**config.mk**
```make
export PLATFORM = sky130hd
export DESIGN_NAME = alu_cmd_issuer
export DESIGN_NICKNAME = d
export VERILOG_FILES = /design/src/rtl/alu_cmd_issuer.sv
export SDC_FILE = /design/constraint.sdc
export NUM_CORES = 1
export LEC_CHECK = 0
export CORE_AREA = 4 4 103 105
export DETAILED_ROUTE_END_ITERATION = 6
export DIE_AREA = 0 0 107 109
export HOLD_SLACK_MARGIN = 0.15
export PLACE_DENSITY = 0.84
export SLEW_MARGIN = 10
export SYNTH_ARGS = -nofsm -noshare
export SYNTH_HDL_FRONTEND = slang
export SYNTH_SLANG_ARGS = --single-unit
```
**constraint.sdc**
```tcl
create_clock -name clk -period 3 [get_ports clk]
set_input_delay 0.75 -clock clk [delete_from_list [all_inputs] [get_ports clk]]
set_output_delay 0.75 -clock clk [all_outputs]
set_load 0.03 [all_outputs]
```
**src/rtl/alu_cmd_issuer.sv**
```systemverilog
// alu_cmd_issuer: registers one ALU op, waits SETTLE_CYCLES, returns captured result/flags (macro ALU_SLT_FIXUP_EN: SLT issued as SUB with sign fixup)
module alu_cmd_issuer #(
    parameter int WIDTH         = 32,
    parameter int SETTLE_CYCLES = 4
) (
    input  logic             clk,
    input  logic             reset,
    input  logic             req_valid,
    output logic             req_ready,
    input  logic [WIDTH-1:0] req_a,
    input  logic [WIDTH-1:0] req_b,
    input  logic [2:0]       req_op,
    output logic [WIDTH-1:0] alu_a,
    output logic [WIDTH-1:0] alu_b,
    output logic [2:0]       alu_selector,
    input  logic [WIDTH-1:0] alu_result,
    input  logic             alu_carryout,
    input  logic             alu_overflow,
    output logic             rsp_valid,
    input  logic             rsp_ready,
    output logic [WIDTH-1:0] rsp_result,
    output logic             rsp_carryout,
    output logic             rsp_overflow,
    output logic             rsp_zero
);
    typedef enum logic [1:0] {IDLE, WAIT, RESP} state_t;
    state_t state, state_nxt;
    logic [7:0] cnt;
    logic [2:0] issue_sel;
    logic [WIDTH-1:0] cap_result;
    logic cap_carry, cap_ovf, accept, capture;
`ifdef ALU_SLT_FIXUP_EN
    logic slt_q;
    always_comb begin
        issue_sel  = (req_op == 3'd3) ? 3'd1 : req_op;
        cap_result = slt_q ? WIDTH'(alu_result[WIDTH-1] ^ alu_overflow) : alu_result;
        cap_carry  = alu_carryout & ~slt_q;
        cap_ovf    = alu_overflow & ~slt_q;
    end
    always_ff @(posedge clk)
        if (reset) slt_q <= 1'b0;
        else if (accept) slt_q <= (req_op == 3'd3);
`else
    always_comb begin
        issue_sel  = req_op;
        cap_result = alu_result;
        cap_carry  = alu_carryout;
        cap_ovf    = alu_overflow;
    end
`endif
    always_comb begin
        req_ready = (state == IDLE);
        rsp_valid = (state == RESP);
        accept    = req_valid && req_ready;
        capture   = (state == WAIT) && (cnt == 8'd0);
        state_nxt = accept ? WAIT :
                    capture ? RESP :
                    (rsp_valid && rsp_ready) ? IDLE : state;
    end
    always_ff @(posedge clk)
        if (reset) state <= IDLE;
        else state <= state_nxt;
    always_ff @(posedge clk) begin
        if (reset) begin
            cnt          <= '0;
            alu_a        <= '0;
            alu_b        <= '0;
            alu_selector <= '0;
            rsp_result   <= '0;
            rsp_carryout <= 1'b0;
            rsp_overflow <= 1'b0;
            rsp_zero     <= 1'b0;
        end else begin
            if (accept) begin
                cnt          <= 8'(SETTLE_CYCLES - 1);
                alu_a        <= req_a;
                alu_b        <= req_b;
                alu_selector <= issue_sel;
            end else if (state == WAIT && cnt != 8'd0) begin
                cnt <= cnt - 8'd1;
            end
            if (capture) begin
                rsp_result   <= cap_result;
                rsp_carryout <= cap_carry;
                rsp_overflow <= cap_ovf;
                rsp_zero     <= (cap_result == '0);
            end
        end
    end
endmodule

```
==> results of run 1 <==
==> worst max-delay path: cells and delay by family (launching register included) <==
family                 cells  cell delay [ns]
DFF                        1             0.40
and+or+nand+nor            1             0.22
buffers and inverters      1             0.73
==> routing by layer <==
layer | GRT usage [%] | share of wire (%)
met4 | 7.95 | 2.2
met1 | 22.0 | 38
met2 | 38.0 | 52
met5 | 0 | 0
met3 | 7.76 | 8.8
==> cells by family after synthesis <==
family / Yosys count / synth area share, %
DFF: 112 / 54.7
buffers and inverters: 39 / 4.31
adders and majority gates: 2 / 0.611
AOI/OAI and AO/OA: 116 / 15.0
xor gates and xnor gates: 7 / 1.50
and+or+nand+nor: 239 / 23.9
==> registers in the layout (all words and copies together) (netlist names) <==
signal	cells
state	2
rsp_overflow	1
alu_b	32
rsp_zero	1
alu_selector	3
cnt	8
alu_a	32
rsp_result	32
rsp_carryout	1
==> synthesized netlist by cell type <==
| library cell | n | share of area [%] |
|---|---|---|
| sky130_fd_sc_hd__o21ai_2 | 1 | 0.21 |
| sky130_fd_sc_hd__nand3b_1 | 1 | 0.18 |
| sky130_fd_sc_hd__or3b_2 | 1 | 0.21 |
| sky130_fd_sc_hd__or4_1 | 3 | 0.55 |
| sky130_fd_sc_hd__nor3_1 | 3 | 0.37 |
| sky130_fd_sc_hd__nand4_1 | 3 | 0.46 |
| sky130_fd_sc_hd__a221oi_2 | 1 | 0.37 |
| sky130_fd_sc_hd__nor2_1 | 9 | 0.82 |
| sky130_fd_sc_hd__nor3b_1 | 1 | 0.18 |
| sky130_fd_sc_hd__and2b_1 | 1 | 0.18 |
| sky130_fd_sc_hd__nand2_1 | 203 | 19 |
| sky130_fd_sc_hd__o21bai_1 | 1 | 0.18 |
| sky130_fd_sc_hd__o31ai_1 | 1 | 0.18 |
| sky130_fd_sc_hd__clkbuf_1 | 20 | 1.8 |
| sky130_fd_sc_hd__o2111ai_1 | 1 | 0.21 |
| sky130_fd_sc_hd__a21oi_1 | 104 | 13 |
| sky130_fd_sc_hd__dfxtp_1 | 112 | 55 |
| sky130_fd_sc_hd__nor4b_1 | 1 | 0.21 |
| sky130_fd_sc_hd__and3_1 | 1 | 0.15 |
| sky130_fd_sc_hd__and2_1 | 1 | 0.15 |
| sky130_fd_sc_hd__o21ai_1 | 1 | 0.12 |
| sky130_fd_sc_hd__nor4_2 | 1 | 0.31 |
| sky130_fd_sc_hd__ha_1 | 2 | 0.61 |
| sky130_fd_sc_hd__buf_4 | 4 | 0.73 |
| sky130_fd_sc_hd__nor2b_1 | 2 | 0.31 |
| sky130_fd_sc_hd__xor2_1 | 6 | 1.3 |
| sky130_fd_sc_hd__o211ai_1 | 4 | 0.73 |
| sky130_fd_sc_hd__nand3_1 | 1 | 0.12 |
| sky130_fd_sc_hd__nand2b_1 | 1 | 0.15 |
| sky130_fd_sc_hd__inv_1 | 3 | 0.27 |
| sky130_fd_sc_hd__xnor2_1 | 1 | 0.21 |
| sky130_fd_sc_hd__nor4_1 | 6 | 0.92 |
| sky130_fd_sc_hd__o21ai_0 | 2 | 0.24 |
| sky130_fd_sc_hd__buf_2 | 12 | 1.5 |
==> power by group through the flow <==
stage	clock network, mW	registers [mW]	logic (mW)
CTS	0.909	1.67	0.960
finish	0.877	1.67	0.955
floorplan	0	1.89	0.333
global route	0.973	1.68	1.02
detailed placement	0	1.70	0.957
global placement	0	1.69	0.936
==> worst paths after layout <==
| kind | startpoint | end | slack (ns) | cells after the start |
|---|---|---|---|---|
| max | state[0] | req_ready | 0.55 | 2 |
| min | alu_a[9] | alu_a[9] | 0.46 | 2 |
| max reg2reg | cnt[1] | cnt[4] | 1.19 | 6 |
| min reg2reg | alu_a[9] | alu_a[9] | 0.46 | 2 |
==> cell type report <==
class / count / area (um^2) / area share [%]
sequential: 112 / 2240 / 34.8
timing repair buffer: 213 / 2140 / 33.3
multi-input combinational: 364 / 1680 / 26.1
tap: 133 / 166 / 2.59
clock buffer: 9 / 124 / 1.92
clock inverter: 7 / 70.1 / 1.09
inverter: 3 / 11.3 / 0.175
==> report_table.html, run 1 <==
<table>
<tr><th>Metric</th><th>Value</th></tr>
<tr><th colspan="2">Run status</th></tr>
<tr><td>Result of the run</td><td>finished clean</td></tr>
<tr><th colspan="2">Setup path</th></tr>
<tr><td>Kind of end point of the critical path</td><td>output pin</td></tr>
<tr><td>Worst Setup Start Kind</td><td>flip-flop</td></tr>
<tr><td>Cell with the largest stage delay on the worst path</td><td>sky130_fd_sc_hd__clkdlybuf4s50_1</td></tr>
<tr><td>Worst-path fanout max</td><td>8</td></tr>
<tr><td>Worst Path Arrival</td><td>around 1.7 ns</td></tr>
<tr><td>CP max stage delay</td><td>0.73 ns</td></tr>
<tr><td>Class of the most critical setup path</td><td>flip-flop to output pin</td></tr>
<tr><td>Cells along the critical path</td><td>nor2_1 &gt; clkdlybuf4s50_1</td></tr>
<tr><td>Required time worst endpoint</td><td>~2.3 ns</td></tr>
<tr><th colspan="2">Routing</th></tr>
<tr><td>First-pass iteration count of the detailed router</td><td>5</td></tr>
<tr><td>Vias after detailed routing</td><td>between 4,000 and 5,000</td></tr>
<tr><td>Final Routed Wirelength</td><td>12,600 um</td></tr>
<tr><td>Detail Route Antenna Nets</td><td>0</td></tr>
<tr><td>Number of remaining DRC errors</td><td>0</td></tr>
<tr><td>Number of DRC markers after the initial detailed-route iteration</td><td>about 180</td></tr>
<tr><td>Vias per cell</td><td>4.95</td></tr>
<tr><td>Per-cell routed wire length</td><td>between 10 and 15 um</td></tr>
<tr><th colspan="2">CTS</th></tr>
<tr><td>Cts bufs inserted</td><td>9</td></tr>
<tr><td>Clk pin slew, worst setup/hold paths</td><td>0.11 ns</td></tr>
<tr><td>Root Driver</td><td>sky130_fd_sc_hd__clkbuf_8</td></tr>
<tr><td>Number of sinks on the clock net</td><td>about 110</td></tr>
<tr><td>Maximum level of the CTS H-tree</td><td>3</td></tr>
<tr><td>Deepest clock path buffer count</td><td>2</td></tr>
<tr><td>Hold buffer count at CTS</td><td>0</td></tr>
<tr><td>Setup Buffers After CTS</td><td>0</td></tr>
<tr><td>PostCTS Resize Cnt</td><td>0</td></tr>
<tr><td>TritonCTS clock tree</td><td>yes</td></tr>
<tr><td>Worst-skew pair later-pin latency</td><td>approximately 0.37 ns</td></tr>
<tr><th colspan="2">Synth</th></tr>
<tr><td>Warnings from Yosys</td><td>0</td></tr>
<tr><td>Mean post-synth cell area</td><td>around 8.0 um^2</td></tr>
<tr><td>Cell area after synthesis</td><td>4100 um^2</td></tr>
<tr><td>Synthesized netlist net count</td><td>just over 600</td></tr>
<tr><td>Post-Synthesis Cells</td><td>between 500 and 600</td></tr>
<tr><td>Post-synthesis cell type count</td><td>34</td></tr>
<tr><td>Share of the yosys chip area belonging to registers</td><td>a little over half</td></tr>
<tr><td>Post-synthesis register bit count</td><td>between 100 and 150</td></tr>
<tr><th colspan="2">Pwr</th></tr>
<tr><td>Static Leak</td><td>about 2.3 nW</td></tr>
<tr><td>Cell internal power dissipation</td><td>between 2 and 2.5 mW</td></tr>
<tr><td>Share of total power consumed by net switching</td><td>approximately a third</td></tr>
<tr><td>Sequential fraction of design power</td><td>47.7%</td></tr>
<tr><td>Clock network fraction of design power</td><td>25.1%</td></tr>
<tr><td>Peak supply drop</td><td>0.258 mV</td></tr>
<tr><td>Net Switching</td><td>roughly 1.2 mW</td></tr>
<tr><td>Tot Pwr</td><td>3.50 mW</td></tr>
<tr><td>Pwr per Cell Area</td><td>544 nW/um^2</td></tr>
<tr><td>Share of power burned in combinational logic</td><td>27.3%</td></tr>
<tr><th colspan="2">Finish</th></tr>
<tr><td>Layout overhead on the synthesized area</td><td>57.1%</td></tr>
<tr><td>Finished Layout Cells</td><td>between 800 and 900</td></tr>
<tr><td># nets final</td><td>about 800</td></tr>
<tr><td>Proportion of layout cells with a drive suffix above 1</td><td>between 3 and 4%</td></tr>
<tr><td>Most frequent standard cell in the layout excluding fill and tap cells</td><td>sky130_fd_sc_hd__clkdlybuf4s50_1</td></tr>
<tr><td>ANT cells</td><td>0</td></tr>
<tr><td>Post-Layout Inst Area</td><td>approximately 6400 um^2</td></tr>
<tr><td>Filler Cells Inserted</td><td>a little over 800</td></tr>
<tr><td>Share of the core filled with cells in the final layout</td><td>between 60% and 70%</td></tr>
<tr><td>Highest-count cells in the layout ignoring fill and taps</td><td>sky130_fd_sc_hd__clkdlybuf4s50_1, sky130_fd_sc_hd__nand2_1, sky130_fd_sc_hd__dfxtp_1</td></tr>
<tr><th colspan="2">Placed design</th></tr>
<tr><td>GPL Wtd Cong</td><td>approximately 0.84</td></tr>
<tr><td>Worst-case setup slack after placement</td><td>0.482 ns</td></tr>
<tr><td>Placed instance area</td><td>approximately 6200 um^2</td></tr>
<tr><td>Half-perimeter wire length after placement</td><td>between 9000 and 10,000 um</td></tr>
<tr><td>Placed Cells</td><td>between 800 and 900</td></tr>
<tr><td>IO buf count</td><td>around 210</td></tr>
<tr><th colspan="2">Floorplan</th></tr>
<tr><td>Core ar.</td><td>just under 10,000 um^2</td></tr>
<tr><td>Die Wd</td><td>~110 um</td></tr>
<tr><td>Starting density of the core</td><td>~42%</td></tr>
<tr><td>Std-Cell Rows</td><td>36</td></tr>
<tr><td>Overall die height</td><td>109 um</td></tr>
<tr><td>I/O Pins</td><td>~210</td></tr>
<tr><td>Die Footprint</td><td>~12,000 um^2</td></tr>
<tr><th colspan="2">GRT</th></tr>
<tr><td>Vias in the first global route</td><td>4,143</td></tr>
<tr><td>Congestion Overflow GR</td><td>0</td></tr>
<tr><td>Largest net degree at the start of global routing</td><td>74</td></tr>
<tr><td>Antenna violations before repair</td><td>0</td></tr>
<tr><td>Total routing resource utilization after global routing</td><td>20.9%</td></tr>
<tr><td>Wire length of the first global-routing pass</td><td>19,500 um</td></tr>
<tr><th colspan="2">STA</th></tr>
<tr><td>Post-Route Hold Slack</td><td>about 0.46 ns</td></tr>
<tr><td>Fmax</td><td>around 400 MHz</td></tr>
<tr><td>Endpoints failing setup</td><td>0</td></tr>
<tr><td>Setup clock skew after layout</td><td>~0.021 ns</td></tr>
<tr><td>Final worst path period need</td><td>about 2.5 ns</td></tr>
<tr><td>Share of the clock period used by the worst path</td><td>around 82%</td></tr>
<tr><td>Unrepaired setup endpoints after global routing</td><td>false</td></tr>
<tr><td>Total Negative Setup Slacks</td><td>0 ns</td></tr>
<tr><td>Final hold violations</td><td>0</td></tr>
<tr><td>Final setup margin</td><td>0.546 ns</td></tr>
<tr><td>Max-slew headroom</td><td>approximately 50%</td></tr>
<tr><td>Pin slew with the least headroom to its limit</td><td>about 0.74 ns</td></tr>
<tr><td>Total count of max-transition violations in the final report</td><td>0</td></tr>
<tr><th colspan="2">Run</th></tr>
<tr><td>Number of maximum-capacitance violations</td><td>0</td></tr>
<tr><th colspan="2">Hold path</th></tr>
<tr><td>HP Class</td><td>flip-flop to flip-flop</td></tr>
</table>
Power figures use the tool's default switching activity.
==> run 2, diff against run 1 <==
--- a/config.mk
+++ b/config.mk
@@ -5,11 +5,11 @@
 export SDC_FILE = /design/constraint.sdc
 export NUM_CORES = 1
 export LEC_CHECK = 0
-export CORE_AREA = 4 4 103 105
+export CORE_AREA = 4 4 112 114
 export DETAILED_ROUTE_END_ITERATION = 6
-export DIE_AREA = 0 0 107 109
+export DIE_AREA = 0 0 116 118
 export HOLD_SLACK_MARGIN = 0.15
-export PLACE_DENSITY = 0.84
+export PLACE_DENSITY = 0.76
 export SLEW_MARGIN = 10
 export SYNTH_ARGS = -nofsm -noshare
 export SYNTH_HDL_FRONTEND = slang
==> constraint.sdc (replaced) <==
create_clock -name clk -period 2.1 [get_ports clk]
set_input_delay 0.525 -clock clk [delete_from_list [all_inputs] [get_ports clk]]
set_output_delay 0.525 -clock clk [all_outputs]
set_load 0.03 [all_outputs]
==> report_table.html, run 2 (synthesized netlist as in run 1, its figures left out) <==
<table>
<tr><th>Metric</th><th>Value</th></tr>
<tr><th colspan="2">CTS</th></tr>
<tr><td>Clk pin slew, worst setup/hold paths</td><td>0.07 ns (-0.04 ns)</td></tr>
<tr><td>Worst-skew pair later-pin latency</td><td>0.34 ns (-0.03 ns)</td></tr>
<tr><td>TritonCTS clock tree</td><td>yes</td></tr>
<tr><td>Deepest clock path buffer count</td><td>2 (unchanged)</td></tr>
<tr><td>Maximum level of the CTS H-tree</td><td>3 (unchanged)</td></tr>
<tr><td>Number of sinks on the clock net</td><td>112 (unchanged)</td></tr>
<tr><td>Cts bufs inserted</td><td>9 (unchanged)</td></tr>
<tr><td>Root Driver</td><td>sky130_fd_sc_hd__clkbuf_16</td></tr>
<tr><td>Setup Buffers After CTS</td><td>0 (unchanged)</td></tr>
<tr><th colspan="2">Floorplan</th></tr>
<tr><td>Overall die height</td><td>118 um (+8.3%)</td></tr>
<tr><td>Core ar.</td><td>11,400 um^2 (+18%)</td></tr>
<tr><td>Die Footprint</td><td>13,700 um^2 (+17%)</td></tr>
<tr><td>Starting density of the core</td><td>35.9% (-6.6 points)</td></tr>
<tr><td>Die Wd</td><td>116 um (+8.4%)</td></tr>
<tr><td>I/O Pins</td><td>209 (unchanged)</td></tr>
<tr><td>Std-Cell Rows</td><td>39 (+8.3%)</td></tr>
<tr><th colspan="2">STA</th></tr>
<tr><td>Setup clock skew after layout</td><td>0.00689 ns (-0.0143 ns)</td></tr>
<tr><td>Post-Route Hold Slack</td><td>0.453 ns (-0.00850 ns)</td></tr>
<tr><td>Endpoints failing setup</td><td>0 (unchanged)</td></tr>
<tr><td>Pin slew with the least headroom to its limit</td><td>0.569 ns (-0.168 ns)</td></tr>
<tr><td>Share of the clock period used by the worst path</td><td>a little over 90%</td></tr>
<tr><td>Final worst path period need</td><td>around 1.9 ns</td></tr>
<tr><td>Fmax</td><td>517 MHz</td></tr>
<tr><td>Max-slew headroom</td><td>62.1% (+11 points)</td></tr>
<tr><td>Total count of max-transition violations in the final report</td><td>0 (unchanged)</td></tr>
<tr><td>Unrepaired setup endpoints after global routing</td><td>false</td></tr>
<tr><td>Final hold violations</td><td>0 (unchanged)</td></tr>
<tr><th colspan="2">Finish</th></tr>
<tr><td>Top flop regs</td><td>alu_a: 32 flops, alu_b: 32 flops, rsp_result: 32 flops</td></tr>
<tr><td>Proportion of layout cells with a drive suffix above 1</td><td>4.08% (+0.12 points)</td></tr>
<tr><td>Layout overhead on the synthesized area</td><td>61.6%</td></tr>
<tr><td># nets final</td><td>814 (+0.49%)</td></tr>
<tr><td>Most frequent standard cell in the layout excluding fill and tap cells</td><td>sky130_fd_sc_hd__clkdlybuf4s50_1</td></tr>
<tr><td>Highest-count cells in the layout ignoring fill and taps</td><td>sky130_fd_sc_hd__clkdlybuf4s50_1, sky130_fd_sc_hd__nand2_1, sky130_fd_sc_hd__dfxtp_1</td></tr>
<tr><td>Finished Layout Cells</td><td>854 (+1.5%)</td></tr>
<tr><td>ANT cells</td><td>0 (unchanged)</td></tr>
<tr><th colspan="2">Pwr</th></tr>
<tr><td>Net Switching</td><td>1.59 mW (+38%)</td></tr>
<tr><td>Sequential fraction of design power</td><td>43.4% (-4.3 points)</td></tr>
<tr><td>Share of total power consumed by net switching</td><td>29.0% (-4.0 points)</td></tr>
<tr><td>Share of power burned in combinational logic</td><td>25.4% (-1.9 points)</td></tr>
<tr><td>Static Leak</td><td>2.39 nW (+3.8%)</td></tr>
<tr><td>Pwr per Cell Area</td><td>829 nW/um^2 (+52%)</td></tr>
<tr><td>Clock network fraction of design power</td><td>31.3% (+6.2 points)</td></tr>
<tr><td>Peak supply drop</td><td>0.441 mV (+71%)</td></tr>
<tr><td>Cell internal power dissipation</td><td>3.89 mW (+66%)</td></tr>
<tr><th colspan="2">Setup path</th></tr>
<tr><td>Required time worst endpoint</td><td>2.37 ns (+0.12 ns)</td></tr>
<tr><td>Worst Setup Start Kind</td><td>input port</td></tr>
<tr><td>Kind of end point of the critical path</td><td>flip-flop</td></tr>
<tr><td>Worst Path Arrival</td><td>2.20 ns (+0.50 ns)</td></tr>
<tr><td>Worst-path fanout max</td><td>2 (-6)</td></tr>
<tr><td>Class of the most critical setup path</td><td>input port to flip-flop</td></tr>
<tr><th colspan="2">GRT</th></tr>
<tr><td>Total routing resource utilization after global routing</td><td>17.5% (-3.4 points)</td></tr>
<tr><td>Wire length of the first global-routing pass</td><td>19,200 um (-1.1%)</td></tr>
<tr><td>Congestion Overflow GR</td><td>0 (unchanged)</td></tr>
<tr><td>Antenna violations before repair</td><td>0 (unchanged)</td></tr>
<tr><td>Vias in the first global route</td><td>3,908 (-5.7%)</td></tr>
<tr><td>Largest net degree at the start of global routing</td><td>56 (-24%)</td></tr>
<tr><th colspan="2">Placed design</th></tr>
<tr><td>Half-perimeter wire length after placement</td><td>9190 um (-1.6%)</td></tr>
<tr><td>IO buf count</td><td>208 (unchanged)</td></tr>
<tr><td>Placed Cells</td><td>839 (+1.7%)</td></tr>
<tr><td>GPL Wtd Cong</td><td>0.840 (+0.21%)</td></tr>
<tr><th colspan="2">Routing</th></tr>
<tr><td>Number of remaining DRC errors</td><td>0 (unchanged)</td></tr>
<tr><td>Per-cell routed wire length</td><td>14.5 um (-3.5%)</td></tr>
<tr><td>Detail Route Antenna Nets</td><td>0 (unchanged)</td></tr>
<tr><td>Vias per cell</td><td>4.79 (-3.2%)</td></tr>
<tr><td>Number of DRC markers after the initial detailed-route iteration</td><td>219 (+25%)</td></tr>
<tr><td>Final Routed Wirelength</td><td>12,400 um (-2.0%)</td></tr>
<tr><td>First-pass iteration count of the detailed router</td><td>4 (-1)</td></tr>
<tr><td>Vias after detailed routing</td><td>4,092 (-1.8%)</td></tr>
<tr><th colspan="2">Run status</th></tr>
<tr><td>Result of the run</td><td>finished clean</td></tr>
<tr><th colspan="2">Hold path</th></tr>
<tr><td>HP Class</td><td>flip-flop to flip-flop</td></tr>
<tr><th colspan="2">Run</th></tr>
<tr><td>Number of maximum-capacitance violations</td><td>0 (unchanged)</td></tr>
</table>
## run 2: timing repair
| item | 4_1_cts | 5_1_grt |
|---|---|---|
| endpoints found under the setup margin | 2 | 0 |
| hold buffers | 0 | 0 |
| resized for setup | 2 | 0 |
## run 2: path summary, 6_finish.rpt
path             startpoint  endpoint  slack (ns)  cells after the start
max reg2reg          cnt[1]    cnt[3]        0.27                      6
max          alu_result[27]  rsp_zero        0.17                      6
min                alu_a[0]  alu_a[0]        0.45                      2
min reg2reg        alu_a[0]  alu_a[0]        0.45                      2
## run 2: worst max-delay path, cell delays in order
cell and delay, ns:
sky130_fd_sc_hd__clkdlybuf4s50_1 0.43, sky130_fd_sc_hd__nor4_1 0.35, sky130_fd_sc_hd__buf_4 0.19, sky130_fd_sc_hd__nand4_1 0.08
sky130_fd_sc_hd__or4_1 0.48, sky130_fd_sc_hd__o21ai_0 0.16
## run 2: power groups by stage
stage | Sequential, mW | Combinational, mW | Clock, mW
4_1_cts | 2.38 | 1.40 | 1.76
6_report | 2.38 | 1.39 | 1.71
2_1_floorplan | 2.71 | 0.476 | 0
3_3_place_gp | 2.42 | 1.37 | 0
3_5_place_dp | 2.43 | 1.40 | 0
5_1_grt | 2.40 | 1.50 | 1.86
## run 2: per-layer routing
layer | share of wire, % | global-route usage, %
met4 | 2.0 | 6.53
met3 | 10 | 6.89
met2 | 49 | 29.5
met1 | 39 | 19.6
met5 | 0 | 0
## run 2: per-stage QoR
step	cell area (um^2)	power (mW)	util [%]	setup WS, ns	setup TNS (ns)
floorplan	4100	3.18	-	0.361	0
global placement	6320	3.79	55.4	-0.159	-0.159
detailed placement	6320	3.83	55.4	-0.185	-0.185
CTS	6620	5.55	58.0	0.174	0
global route	6620	5.77	58.0	0.0357	0
finish	6620	5.49	58.0	0.167	0
## run 2: cell type report
| cell class | count | area, um^2 |
|---|---|---|
| clock inverter | 2 | 38.8 |
| multi-input combinational | 364 | 1680 |
| tap | 143 | 179 |
| sequential | 112 | 2240 |
| inverter | 3 | 11.3 |
| clock buffer | 13 | 260 |
| timing repair buffer | 217 | 2210 |
| fill | 1034 | 4800 |
